===== src/rtl/audio_clk_pkg.sv =====
// rtl/audio_clk_pkg.sv - shared types and sizing helpers for the audio clock sequencer
package audio_clk_pkg;

  typedef enum logic [1:0] {
    ST_WAIT_LOCK = 2'd0,
    ST_WARMUP    = 2'd1,
    ST_RUN       = 2'd2
  } state_e;

  localparam int OVERRUN_W = 16;

  function automatic int frame_cnt_w(input int n);
    return $clog2(n + 1);
  endfunction

endpackage


===== src/rtl/audio_clk_divider.sv =====
// rtl/audio_clk_divider.sv - mclk/bclk/lrclk divider chain with frame-complete strobe
module audio_clk_divider #(
  parameter int mclk_half     = 5,
  parameter int bclk_ratio    = 2,
  parameter int bits_per_half = 32
) (
  input  logic sys_clk,
  input  logic reset,
  input  logic run,
  output logic mclk,
  output logic bclk,
  output logic lrclk,
  output logic frame_done
);

  localparam int MW = $clog2(mclk_half);
  localparam int RW = (bclk_ratio > 1) ? $clog2(bclk_ratio) : 1;
  localparam int BW = (bits_per_half > 1) ? $clog2(bits_per_half) : 1;
  localparam logic [MW-1:0] M_LAST = MW'(mclk_half - 1);
  localparam logic [RW-1:0] R_LAST = RW'(bclk_ratio - 1);
  localparam logic [BW-1:0] B_LAST = BW'(bits_per_half - 1);

  logic [MW-1:0] mcnt_q, mcnt_d;
  logic [RW-1:0] rcnt_q, rcnt_d;
  logic [BW-1:0] bcnt_q, bcnt_d;
  logic mclk_q, mclk_d, bclk_q, bclk_d, lrclk_q, lrclk_d;
  logic mclk_tog, bclk_tog, bclk_fall, lrclk_tog;

  // frame_done is combinational so the FSM can act on the same edge lrclk falls
  always_comb begin
    mclk_tog   = run && (mcnt_q == M_LAST);
    bclk_tog   = mclk_tog && (rcnt_q == R_LAST);
    bclk_fall  = bclk_tog && bclk_q;
    lrclk_tog  = bclk_fall && (bcnt_q == B_LAST);
    frame_done = lrclk_tog && lrclk_q;
    mcnt_d  = mcnt_q;
    rcnt_d  = rcnt_q;
    bcnt_d  = bcnt_q;
    mclk_d  = mclk_q;
    bclk_d  = bclk_q;
    lrclk_d = lrclk_q;
    if (!run) begin
      mcnt_d  = '0;
      rcnt_d  = '0;
      bcnt_d  = '0;
      mclk_d  = 1'b0;
      bclk_d  = 1'b0;
      lrclk_d = 1'b0;
    end else begin
      mcnt_d = mclk_tog ? '0 : mcnt_q + 1'b1;
      if (mclk_tog) begin
        mclk_d = ~mclk_q;
        rcnt_d = (rcnt_q == R_LAST) ? '0 : rcnt_q + 1'b1;
      end
      if (bclk_tog)  bclk_d  = ~bclk_q;
      if (bclk_fall) bcnt_d  = (bcnt_q == B_LAST) ? '0 : bcnt_q + 1'b1;
      if (lrclk_tog) lrclk_d = ~lrclk_q;
    end
  end

  always_ff @(posedge sys_clk or posedge reset) begin
    if (reset) begin
      mcnt_q  <= '0;
      rcnt_q  <= '0;
      bcnt_q  <= '0;
      mclk_q  <= 1'b0;
      bclk_q  <= 1'b0;
      lrclk_q <= 1'b0;
    end else begin
      mcnt_q  <= mcnt_d;
      rcnt_q  <= rcnt_d;
      bcnt_q  <= bcnt_d;
      mclk_q  <= mclk_d;
      bclk_q  <= bclk_d;
      lrclk_q <= lrclk_d;
    end
  end

  assign mclk  = mclk_q;
  assign bclk  = bclk_q;
  assign lrclk = lrclk_q;

endmodule


===== src/rtl/audio_clock_sequencer.sv =====
// rtl/audio_clock_sequencer.sv - codec bring-up FSM, warm-up frame counter and rx tick/overrun logic
module audio_clock_sequencer
  import audio_clk_pkg::*;
#(
  parameter int mclk_half     = 5,
  parameter int bclk_ratio    = 2,
  parameter int bits_per_half = 32,
  parameter int settle_frames = 4
) (
  input  logic                 sys_clk,
  input  logic                 reset,
  input  logic                 pll_lock,
  input  logic                 enable,
  input  logic                 rx_valid,
  input  logic                 engine_ready,
  output logic                 mclk,
  output logic                 bclk,
  output logic                 lrclk,
  output logic                 codec_en,
  output logic                 tick_engine,
  output logic                 overrun,
  output logic [OVERRUN_W-1:0] overrun_count,
  output logic [1:0]           state
);

  localparam int FW = frame_cnt_w(settle_frames);
  localparam logic [FW-1:0] LAST_FRAME = FW'(settle_frames - 1);

  state_e state_q, state_d;
  logic [FW-1:0] frame_q, frame_d;
  logic [OVERRUN_W-1:0] ovr_cnt_q, ovr_cnt_d;
  logic rx_prev_q, rx_prev_d, tick_q, tick_d, ovr_q, ovr_d, codec_en_q, codec_en_d;
  logic up, run, frame_done, rx_edge;

  assign up  = pll_lock && enable;
  // Gating with `up` stops the clocks on the same edge that samples lock loss
  assign run = up && (state_q != ST_WAIT_LOCK);

  audio_clk_divider #(
    .mclk_half    (mclk_half),
    .bclk_ratio   (bclk_ratio),
    .bits_per_half(bits_per_half)
  ) u_div (
    .sys_clk   (sys_clk),
    .reset     (reset),
    .run       (run),
    .mclk      (mclk),
    .bclk      (bclk),
    .lrclk     (lrclk),
    .frame_done(frame_done)
  );

  always_comb begin
    state_d   = state_q;
    frame_d   = frame_q;
    ovr_cnt_d = ovr_cnt_q;
    rx_edge   = (state_q == ST_RUN) && up && rx_valid && !rx_prev_q;
    tick_d    = rx_edge && engine_ready;
    ovr_d     = rx_edge && !engine_ready;
    rx_prev_d = (state_q == ST_RUN) && rx_valid;
    if (ovr_d && (ovr_cnt_q != '1)) ovr_cnt_d = ovr_cnt_q + 1'b1;
    if (!up) begin
      state_d = ST_WAIT_LOCK;
      frame_d = '0;
    end else begin
      case (state_q)
        ST_WAIT_LOCK: begin
          state_d = ST_WARMUP;
          frame_d = '0;
        end
        ST_WARMUP: begin
          if (frame_done) begin
            if (frame_q == LAST_FRAME) state_d = ST_RUN;
            else                       frame_d = frame_q + 1'b1;
          end
        end
        ST_RUN:  state_d = ST_RUN;
        default: state_d = ST_WAIT_LOCK;
      endcase
    end
    codec_en_d = (state_d != ST_WAIT_LOCK);
  end

  always_ff @(posedge sys_clk or posedge reset) begin
    if (reset) begin
      state_q    <= ST_WAIT_LOCK;
      frame_q    <= '0;
      ovr_cnt_q  <= '0;
      rx_prev_q  <= 1'b0;
      tick_q     <= 1'b0;
      ovr_q      <= 1'b0;
      codec_en_q <= 1'b0;
    end else begin
      state_q    <= state_d;
      frame_q    <= frame_d;
      ovr_cnt_q  <= ovr_cnt_d;
      rx_prev_q  <= rx_prev_d;
      tick_q     <= tick_d;
      ovr_q      <= ovr_d;
      codec_en_q <= codec_en_d;
    end
  end

  assign codec_en      = codec_en_q;
  assign tick_engine   = tick_q;
  assign overrun       = ovr_q;
  assign overrun_count = ovr_cnt_q;
  assign state         = state_q;

endmodule

===== config.mk =====
export PLATFORM = sky130hd
export DESIGN_NAME = audio_clock_sequencer
export DESIGN_NICKNAME = d
export VERILOG_FILES = /design/src/rtl/audio_clk_pkg.sv /design/src/rtl/audio_clk_divider.sv /design/src/rtl/audio_clock_sequencer.sv
export SDC_FILE = /design/constraint.sdc
export NUM_CORES = 1
export LEC_CHECK = 0
export CELL_PAD_IN_SITES_DETAIL_PLACEMENT = 0
export CELL_PAD_IN_SITES_GLOBAL_PLACEMENT = 1
export CORE_MARGIN = 2
export CORE_UTILIZATION = 37
export DETAILED_ROUTE_END_ITERATION = 12
export GPL_TIMING_DRIVEN = 0
export PLACE_DENSITY_LB_ADDON = 0.1
export SLEW_MARGIN = 20
export SYNTH_ARGS = -nofsm -noshare
export SYNTH_HDL_FRONTEND = slang
export SYNTH_SLANG_ARGS = --single-unit

===== constraint.sdc =====
create_clock -name sys_clk -period 3.4 [get_ports sys_clk]
set_input_delay 0.34 -clock sys_clk [delete_from_list [all_inputs] [get_ports sys_clk]]
set_output_delay 0.34 -clock sys_clk [all_outputs]
set_load 0.01 [all_outputs]

==> results of run 1 <==
-- layer usage --
layer | wire length [um] | up-vias
li1 | - | 638
met1 | 1600 | 662
met2 | 1853 | 19
met3 | 143 | 2
met4 | 25 | 0
met5 | 0 | -
-- cell usage after synthesis (2+ instances only) --
master / number / area (um^2)
ha_1: 7 / 87.58
nor4_1: 2 / 12.51
and2_1: 2 / 12.51
nand3_1: 7 / 35.03
a21oi_1: 9 / 45.04
dfrtp_1: 37 / 925.9
nor4b_2: 2 / 30.03
mux2i_1: 2 / 20.02
nor3_2: 2 / 20.02
and3_1: 2 / 12.51
nor3_1: 7 / 35.03
nor2_1: 14 / 52.55
inv_1: 7 / 26.28
o21ai_0: 2 / 10.01
nand2_1: 12 / 45.04
nor3b_1: 2 / 15.01
and4_1: 2 / 17.52
xor2_1: 19 / 166.4
nand4_1: 5 / 31.28
-- power by group through the flow --
stage | clock (mW) | sequential (mW) | combinational (mW)
after CTS | 0.320 | 0.443 | 0.0260
after floorplan | 0 | 0.452 | 0.0116
after global routing | 0.335 | 0.443 | 0.0287
final | 0.306 | 0.443 | 0.0247
after global placement | 0 | 0.452 | 0.0250
after detailed placement | 0 | 0.452 | 0.0260
-- per-stage QoR --
step                      utilization [%]  total power [mW]
after detailed placement            46.12            0.4777
after CTS                           47.95            0.7891
after global routing                47.95            0.8063
after floorplan                         -            0.4636
final                               47.95            0.7740
after global placement              46.12            0.4767
-- cell type report --
class	instances	area share (%)
Timing Repair Buffer	29	12.82
Buffer	3	0.8840
Sequential cell	37	40.88
Multi-Input combinational cell	115	36.74
Tap cell	67	3.702
Inverter	7	1.160
Clock buffer	7	3.812
-- worst min path at each step --
stage,cells past startpoint,slack [ns],from,end
2_1_floorplan,1,0.40,rx_prev_q$_DFF_PP0_,tick_engine$_DFF_PP0_
3_3_place_gp,1,0.41,rx_prev_q$_DFF_PP0_,tick_engine$_DFF_PP0_
3_5_place_dp,1,0.43,rx_prev_q$_DFF_PP0_,tick_engine$_DFF_PP0_
4_1_cts,1,0.44,rx_prev_q$_DFF_PP0_,tick_engine$_DFF_PP0_
5_1_grt,1,0.47,rx_prev_q$_DFF_PP0_,tick_engine$_DFF_PP0_
6_report,1,0.45,rx_prev_q$_DFF_PP0_,tick_engine$_DFF_PP0_
-- registers in the layout, summed over array words and instances (netlist names) --
name	count
u_div.bcnt_q	5
frame_q	3
overrun_count	16
u_div.lrclk	1
u_div.mcnt_q	3
u_div.mclk	1
rx_prev_q	1
u_div.bclk	1
tick_engine	1
state	2
overrun	1
u_div.rcnt_q	1
codec_en	1
-- cells by family (layout without fill, tap and decap cells) --
family / Yosys count / count (layout) / share of synthesized area (%)
AOI/OAI and AO/OA: 13 / 13 / 3.814
muxes: 3 / 3 / 1.942
xor gates and xnor gates: 20 / 20 / 9.709
buffers and inverters: 10 / 46 / 2.566
DFF: 37 / 37 / 51.32
and+or+nand+nor: 72 / 72 / 25.80
adders and majority gates: 7 / 7 / 4.854
-- worst max-delay path, stage by stage (launching register included) --
cell and delay, ns:
dfrtp_1 0.43, ha_1 0.24, and3_1 0.19, ha_1 0.27, or4_1 0.54, a21oi_1 0.18
==> key figures, run 1 <==
Outcome
  • Outcome: complete, no violations

Cells and area
  • Most frequent cells in the layout: dfrtp_1, clkdlybuf4s50_1, xor2_1, nor2_1, nand2_1
  • Area growth syn-to-layout: 25.52%
  • Final non-filler cell total: about 270
  • Multi-input combinational cell area: roughly 830 um^2
  • Fill cell count: around 450
  • Ant. Diodes: 0
  • Design Area, Final: between 2000 and 2500 um^2
  • Net count of the finished layout: 211
  • Layout cell share with drive strength beyond 1: 11.62%
  • Commonest non-fill, non-tap cell in the layout: dfrtp_1
  • Sequential cell area: between 900 and 1000 um^2

CTS
  • Reg clk slew, reported paths: roughly 0.070 ns
  • Root Buffer: clkbuf_8
  • Maximum clock insertion buffer count: 2
  • TritonCTS Buffers: 5
  • CTS resizes: 0
  • Post-CTS Setup Inserts: 0
  • Hold buffers post-CTS: 0
  • CTS tree: done
  • CTS H-tree depth: 2
  • Clock sinks: 37
  • Skew-Pair Late Insertion Delay: about 0.28 ns

Global routing
  • Total gr overflow: 0
  • Number of global-route vias before repair: 1362
  • Met2 Use GR: approximately a quarter
  • GRT busiest layer: met2
  • Global-route wire length before repair: roughly 6200 um
  • Largest net degree at the start of global routing: 38
  • Initial antenna violation count: 0
  • GR Util met1: about 18%
  • Met3 Track Usage GR: between 5 and 6%
  • Total Routing Usage GR: 14.96%

Detailed routing
  • Antenna-violating nets left: 0
  • Vias: ~1300
  • Drt pass-1 iters: 4
  • Overall routed net length: about 3600 um
  • Starting DRT DRC Count: 36
  • # DRC: 0
  • Drt wl/cell: ~14 um
  • Routed vias/inst: 4.985

Power and ir drop
  • PwrDens: about 340 nW/um^2
  • Sw Ratio: around a fifth
  • Reg power frac: between 50% and 60%
  • P_int: 0.6122 mW
  • Part of the power in the clock network: between 30% and 40%
  • P_sw: approximately 0.16 mW
  • Combinational share of power: between 3 and 4%
  • VDD IR-drop max: 0.0001795 V
  • LEAKAGE: between 1 and 1.5 nW

Die
  • Io pins: 30
  • Die H: ~74 um
  • Core Area: between 4000 and 5000 um^2
  • Initial Utilization: between 30% and 40%
  • Die area: between 5000 and 6000 um^2
  • Site Rows: 25
  • Die Span X: between 70 and 80 um

Hold path
  • Hold Crit Class: register to register

Synthesis
  • Sequential area share after synthesis: 51.32%
  • Syn Std Cell Area: 1804 um^2
  • Post-synth EDFFs: 0
  • Mapped Nets: 175
  • Yosys cell types: 39
  • Gate Count Post-Synth: approximately 160
  • Average footprint of a synthesized cell: about 11 um^2
  • Main flop type after synthesis: dfrtp_1
  • Async set-reset flop share out of synthesis: between 90% and 100%
  • FF+latch count, synth: 37
  • Total number of yosys warnings: 0

STA
  • Hold WS: about 0.45 ns
  • Total negative slack: 0 ns
  • Setup violators final: 0
  • Setup ws final: around 1.5 ns
  • Final Hold Fails: 0
  • Transition time of the tightest slew-check pin: 0.7698 ns
  • Max-Slew Margin vs Limit: between 40% and 50%
  • Final Skew: between 0.004 and 0.005 ns
  • Max Fclk: approximately 520 MHz
  • Max-slew violations: 0
  • Final min period: between 1.5 and 2 ns
  • RSZ-0062 raised after global routing: false
  • Period utilisation layout: between 50% and 60%

Critical path
  • Crit path kind: register to register
  • Critical Path RT: 3.60 ns
  • Reg2Reg Setup Slack: ~1.5 ns
  • Worst Setup SP: u_div.bcnt_q[0]$_DFFE_PP0P_
  • Reg-to-Reg End: u_div.bcnt_q[3]$_DFFE_PP0P_
  • CP Capture Type: register
  • Worst Path Arrival: approximately 2.1 ns
  • CP endpoint: u_div.bcnt_q[3]$_DFFE_PP0P_
  • Worst-path fanout max: 8
  • Worst Setup Start Kind: register
  • Worst Reg-to-Reg Cells: 5
  • Worst reg2reg startpoint: u_div.bcnt_q[0]$_DFFE_PP0P_

Placed design
  • Post-DP HPWL: roughly 2600 um
  • Final GP Congestion: 0.7427
  • Pre-CTS WS: between 1 and 1.5 ns
  • Area after DPL: 2178 um^2
  • Placed cells: 258
  • PortBufs: 29

Run
  • Max Cap Viol: 0
No activity file was read; power rests on OpenSTA's default activity.
==> run 2, diff against run 1 <==
==> constraint.sdc (replaced) <==
create_clock -name sys_clk -period 1.7 [get_ports sys_clk]
set_input_delay 0.17 -clock sys_clk [delete_from_list [all_inputs] [get_ports sys_clk]]
set_output_delay 0.17 -clock sys_clk [all_outputs]
set_load 0.01 [all_outputs]
==> key figures, run 2 (synthesized netlist as in run 1, its figures left out) <==
Outcome
  • Outcome: complete, no violations

Die
  • Initial Utilization: a little under two fifths
  • Die area: approximately 5500 um^2
  • Io pins: 30
  • Die Span X: about 74 um
  • Core Area: approximately 4700 um^2
  • Die H: around 74 um
  • Site Rows: 25

CTS
  • Root Buffer: clkbuf_8
  • Clock sinks: 37
  • TritonCTS Buffers: 5
  • Skew-Pair Late Insertion Delay: between 0.2 and 0.3 ns
  • CTS H-tree depth: 2
  • Reg clk slew, reported paths: roughly 0.070 ns
  • Hold buffers post-CTS: 0
  • Maximum clock insertion buffer count: 2
  • CTS tree: done

Critical path
  • CP bufs+invs: 2
  • Worst Setup Start Kind: register
  • CP Capture Type: register
  • Most frequent CP cell: buf_4
  • Crit-path slowest cell: dfrtp_1
  • CP max stage delay: roughly 0.43 ns
  • Reg2Reg Setup Slack: 0.07 ns
  • Worst-path fanout max: 5
  • CP top delay family: flip-flops
  • Worst Path Arrival: between 1.5 and 2 ns
  • Critical Path RT: between 1.5 and 2 ns
  • Crit path kind: register to register
  • Worst path cell trace: ha_2, nand3_2, nor4_4, buf_4, buf_4, nor4b_2, xor2_1

Detailed routing
  • Antenna-violating nets left: 0
  • Vias: 1399
  • Drt pass-1 iters: 4
  • Routed vias/inst: 4.943
  • Drt wl/cell: ~14 um
  • Starting DRT DRC Count: 67
  • Overall routed net length: 3888 um
  • # DRC: 0

Run
  • Max Cap Viol: 0

Placed design
  • Placed cells: around 260
  • PortBufs: 29
  • Final GP Congestion: about 0.75
  • Area after DPL: around 2200 um^2
  • Post-DP HPWL: roughly 2600 um
  • Pre-CTS WS: -0.1752 ns

Power and ir drop
  • LEAKAGE: about 1.1 nW
  • PnR Total Power: about 1.5 mW
  • VDD IR-drop max: about 0.00035 V
  • PwrDens: just over 600 nW/um^2

Global routing
  • Global-route wire length before repair: 6348 um
  • Number of global-route vias before repair: between 1000 and 1500
  • Total Routing Usage GR: 15.37%
  • Total gr overflow: 0
  • Initial antenna violation count: 0
  • Largest net degree at the start of global routing: 34

STA
  • Period utilisation layout: between 90% and 100%
  • Max Fclk: just over 600 MHz
  • Final Skew: a little under 0.005 ns
  • Transition time of the tightest slew-check pin: approximately 0.55 ns
  • Setup ws final: roughly 0.075 ns
  • Final min period: about 1.6 ns
  • Setup violators final: 0
  • Max-Slew Margin vs Limit: 63.20%
  • Final Hold Fails: 0
  • Max-slew violations: 0

Cells and area
  • Ant. Diodes: 0
  • Final non-filler cell total: around 280
  • Finished Core Util: between 50% and 60%
  • Commonest non-fill, non-tap cell in the layout: dfrtp_1
  • Area growth syn-to-layout: 39.04%
  • Most frequent cells in the layout: dfrtp_1, clkdlybuf4s50_1, xor2_1, buf_4, nor2_1
  • Max reg flops: 16
  • Layout cell share with drive strength beyond 1: 27.31%
  • Design Area, Final: ~2500 um^2
  • Net count of the finished layout: between 200 and 250

Hold path
  • Hold Crit Class: primary input to asynchronous set/reset pin
[run 2: layer usage]
layer | part of all wire (%) | up-vias | track usage, % | routed length (um)
met2 | 51 | 20 | 25.69 | 1973
met5 | 0 | - | 0 | 0
li1 | - | 677 | - | -
met1 | 44 | 696 | 18.89 | 1720
met4 | 1.5 | 0 | 5.455 | 57
met3 | 3.5 | 6 | 4.390 | 136
[run 2: path summary, 6_finish.rpt]
kind / start / end / cells after the start
worst max-delay path: overrun_count[1]$_DFFE_PP0P_ / overrun_count[14]$_DFFE_PP0P_ / 7
worst min-delay path: reset / overrun_count[4]$_DFFE_PP0P_ / 2
worst max register to register: overrun_count[1]$_DFFE_PP0P_ / overrun_count[14]$_DFFE_PP0P_ / 7
worst min register to register: rx_prev_q$_DFF_PP0_ / tick_engine$_DFF_PP0_ / 1
max in group asynchronous: reset / state[1]$_DFF_PP0_ / 3
min in group sys_clk: rx_prev_q$_DFF_PP0_ / tick_engine$_DFF_PP0_ / 1
[run 2: metrics by stage]
stage | hold slack [ns] | setup TNS, ns
2_1_floorplan | 0.3343 | 0
3_3_place_gp | 0.4146 | -6.752
3_5_place_dp | 0.3850 | -2.203
4_1_cts | 0.08657 | 0
5_1_grt | 0.1088 | -0.006803
6_report | 0.08993 | 0
[run 2: power by group]
part           leakage [nW]  total (mW)  switching (mW)  internal (mW)
Clock                0.0443       0.605           0.283          0.321
Combinational         0.588      0.0587          0.0330         0.0257
Sequential            0.503       0.886         0.00301          0.883
Total                  1.14        1.55           0.319           1.23
[run 2: final cells by class]
type,instances,area (um^2)
multi-input combinational,115,922.1
inverter,7,26.28
timing repair buffer,47,437.9
sequential,37,930.9
buffer,3,21.27
tap,67,83.83
fill,440,2215
clock buffer,7,86.33
[run 2: timing repair]
action,4_1_cts,5_1_grt
setup endpoints to repair,19,25
pin swaps,4,4
resized for setup,8,15
buffers inserted,10,7
==> run 3, diff against run 2 <==
--- a/config.mk
+++ b/config.mk
@@ -7,6 +7,7 @@
 export LEC_CHECK = 0
 export CELL_PAD_IN_SITES_DETAIL_PLACEMENT = 0
 export CELL_PAD_IN_SITES_GLOBAL_PLACEMENT = 1
+export CORE_ASPECT_RATIO = 1.1
 export CORE_MARGIN = 2
 export CORE_UTILIZATION = 37
 export DETAILED_ROUTE_END_ITERATION = 12
==> key figures, run 3 (synthesized netlist as in run 1, its figures left out) <==
Global routing
  • Largest net degree at the start of global routing: 38
  • Total gr overflow: 0
  • Initial antenna violation count: 0
  • Number of global-route vias before repair: about 1500
  • Total Routing Usage GR: ~16%
  • Global-route wire length before repair: between 6000 and 7000 um

Die
  • Die H: between 70 and 80 um
  • Site Rows: 26
  • Initial Utilization: between 30% and 40%
  • Core Area: 4684 um^2
  • Io pins: 30
  • Die Span X: about 71 um
  • Die area: around 5500 um^2

Cells and area
  • Area growth syn-to-layout: 36.82%
  • Most frequent cells in the layout: dfrtp_1, clkdlybuf4s50_1, xor2_1, nor2_1, buf_4
  • Net count of the finished layout: 224
  • Finished Core Util: approximately 53%
  • Layout cell share with drive strength beyond 1: approximately 24%
  • Max reg flops: 16
  • Ant. Diodes: 0
  • Design Area, Final: around 2500 um^2
  • Commonest non-fill, non-tap cell in the layout: dfrtp_1

Run
  • Max Cap Viol: 0

Critical path
  • CP bufs+invs: 0
  • Reg-to-Reg End: u_div.bcnt_q[3]$_DFFE_PP0P_
  • Crit path depth: 5
  • CP max stage delay: about 0.49 ns
  • Worst-path fanout max: 8
  • Worst Setup SP: u_div.bcnt_q[1]$_DFFE_PP0P_
  • CP endpoint: u_div.bcnt_q[3]$_DFFE_PP0P_
  • Reg2Reg Setup Slack: 0.05 ns
  • Worst reg2reg startpoint: u_div.bcnt_q[1]$_DFFE_PP0P_
  • Worst path cell trace: ha_2, and3_4, ha_4, or4_1, a21oi_1
  • CP top delay family: simple AND/OR/NAND/NOR gates
  • CP Capture Type: register
  • Crit-path slowest cell: or4_1
  • Critical Path RT: between 1.5 and 2 ns
  • Worst Setup Start Kind: register
  • Crit path kind: register to register
  • Worst Path Arrival: 1.86 ns
  • Worst Reg-to-Reg Cells: 5

Detailed routing
  • Drt pass-1 iters: 4
  • Overall routed net length: 4102 um
  • Starting DRT DRC Count: 40
  • Drt wl/cell: 15.36 um
  • Routed vias/inst: ~5.2
  • Antenna-violating nets left: 0
  • # DRC: 0
  • Vias: 1398

CTS
  • Root Buffer: clkbuf_8
  • Hold buffers post-CTS: 0
  • Reg clk slew, reported paths: about 0.07 ns
  • CTS tree: done
  • Clock sinks: 37
  • Maximum clock insertion buffer count: 2
  • CTS H-tree depth: 2
  • Skew-Pair Late Insertion Delay: about 0.28 ns
  • TritonCTS Buffers: 5

Placed design
  • Final GP Congestion: between 0.7 and 0.8
  • Post-DP HPWL: ~2700 um
  • Area after DPL: between 2000 and 2500 um^2
  • PortBufs: 29

STA
  • Transition time of the tightest slew-check pin: ~0.78 ns
  • Final min period: about 1.6 ns
  • Final Skew: about 0.0034 ns
  • Final Hold Fails: 0
  • Setup violators final: 0
  • Max-Slew Margin vs Limit: between 40% and 50%
  • Max-slew violations: 0
  • Max Fclk: ~610 MHz
  • Period utilisation layout: 96.86%
  • RSZ-0062 raised after global routing: true

Hold path
  • Hold Crit Class: primary input to asynchronous set/reset pin

Power and ir drop
  • VDD IR-drop max: roughly 0.00041 V
  • PwrDens: around 640 nW/um^2
  • LEAKAGE: 1.105 nW

Outcome
  • Outcome: complete, no violations
==> run 3: timing repair <==
action | CTS | global route
resized for setup | 8 | 17
setup buffers | 10 | 3
endpoints found under the setup margin | 19 | 26
pin swaps | 3 | 5
==> run 3: power breakdown <==
| part | switching (mW) | total, mW | internal (mW) |
|---|---|---|---|
| Sequential | 0.00292 | 0.886 | 0.883 |
| Clock | 0.314 | 0.636 | 0.322 |
| Combinational | 0.0322 | 0.0531 | 0.0209 |
| Total | 0.349 | 1.57 | 1.23 |
==> run 3: worst register-to-register path, delay by kind of cell (launching register included) <==
family	cells	cell delay [ns]
and+or+nand+nor	2	0.68
DFF	1	0.39
adders and majority gates	2	0.37
AOI/OAI and AO/OA	1	0.14
==> run 3: per-layer routing <==
| metal | global-route usage (%) | share of wire, % |
|---|---|---|
| met1 | 19.00 | 44 |
| met2 | 27.08 | 52 |
| met3 | 4.074 | 3.1 |
| met4 | 4.717 | 1.2 |
| met5 | 0 | 0 |
==> run 3: cell type report <==
| type | count | area (um^2) |
|---|---|---|
| fillers | 439 | 2216 |
| well taps | 56 | 70.07 |
| clock buffers | 7 | 86.33 |
| multi-input cells | 115 | 942.2 |
| plain buffers | 3 | 25.02 |
| flip-flops and latches | 37 | 930.9 |
| repair buffers | 42 | 387.9 |
| inverters | 7 | 26.28 |
==> run 3: worst min path at each step <==
stage                                    to  slack [ns]  cells past startpoint                start
6_report       overrun_count[5]$_DFFE_PP0P_        0.35                      2                reset
5_1_grt              u_div.bclk$_DFFE_PP0P_        0.43                      2                reset
4_1_cts           u_div.mcnt_q[0]$_DFF_PP0_        0.38                      2                reset
3_5_place_dp          tick_engine$_DFF_PP0_        0.44                      1  rx_prev_q$_DFF_PP0_
3_3_place_gp          tick_engine$_DFF_PP0_        0.41                      1  rx_prev_q$_DFF_PP0_
2_1_floorplan         tick_engine$_DFF_PP0_        0.33                      1         engine_ready
==> run 3: per-stage QoR <==
stage          std cells  hold slack (ns)  setup TNS (ns)  setup WS, ns  total power [mW]
2_1_floorplan        162           0.3343               0       0.01613            0.9272
3_3_place_gp         247           0.4141          -5.643       -0.1497            0.9532
3_5_place_dp         247           0.4385          -2.385       -0.1874            0.9562
4_1_cts              264           0.3836               0      0.007209             1.596
5_1_grt              267           0.4300        -0.05018      -0.01523             1.645
6_report             267           0.3459               0       0.05346             1.575
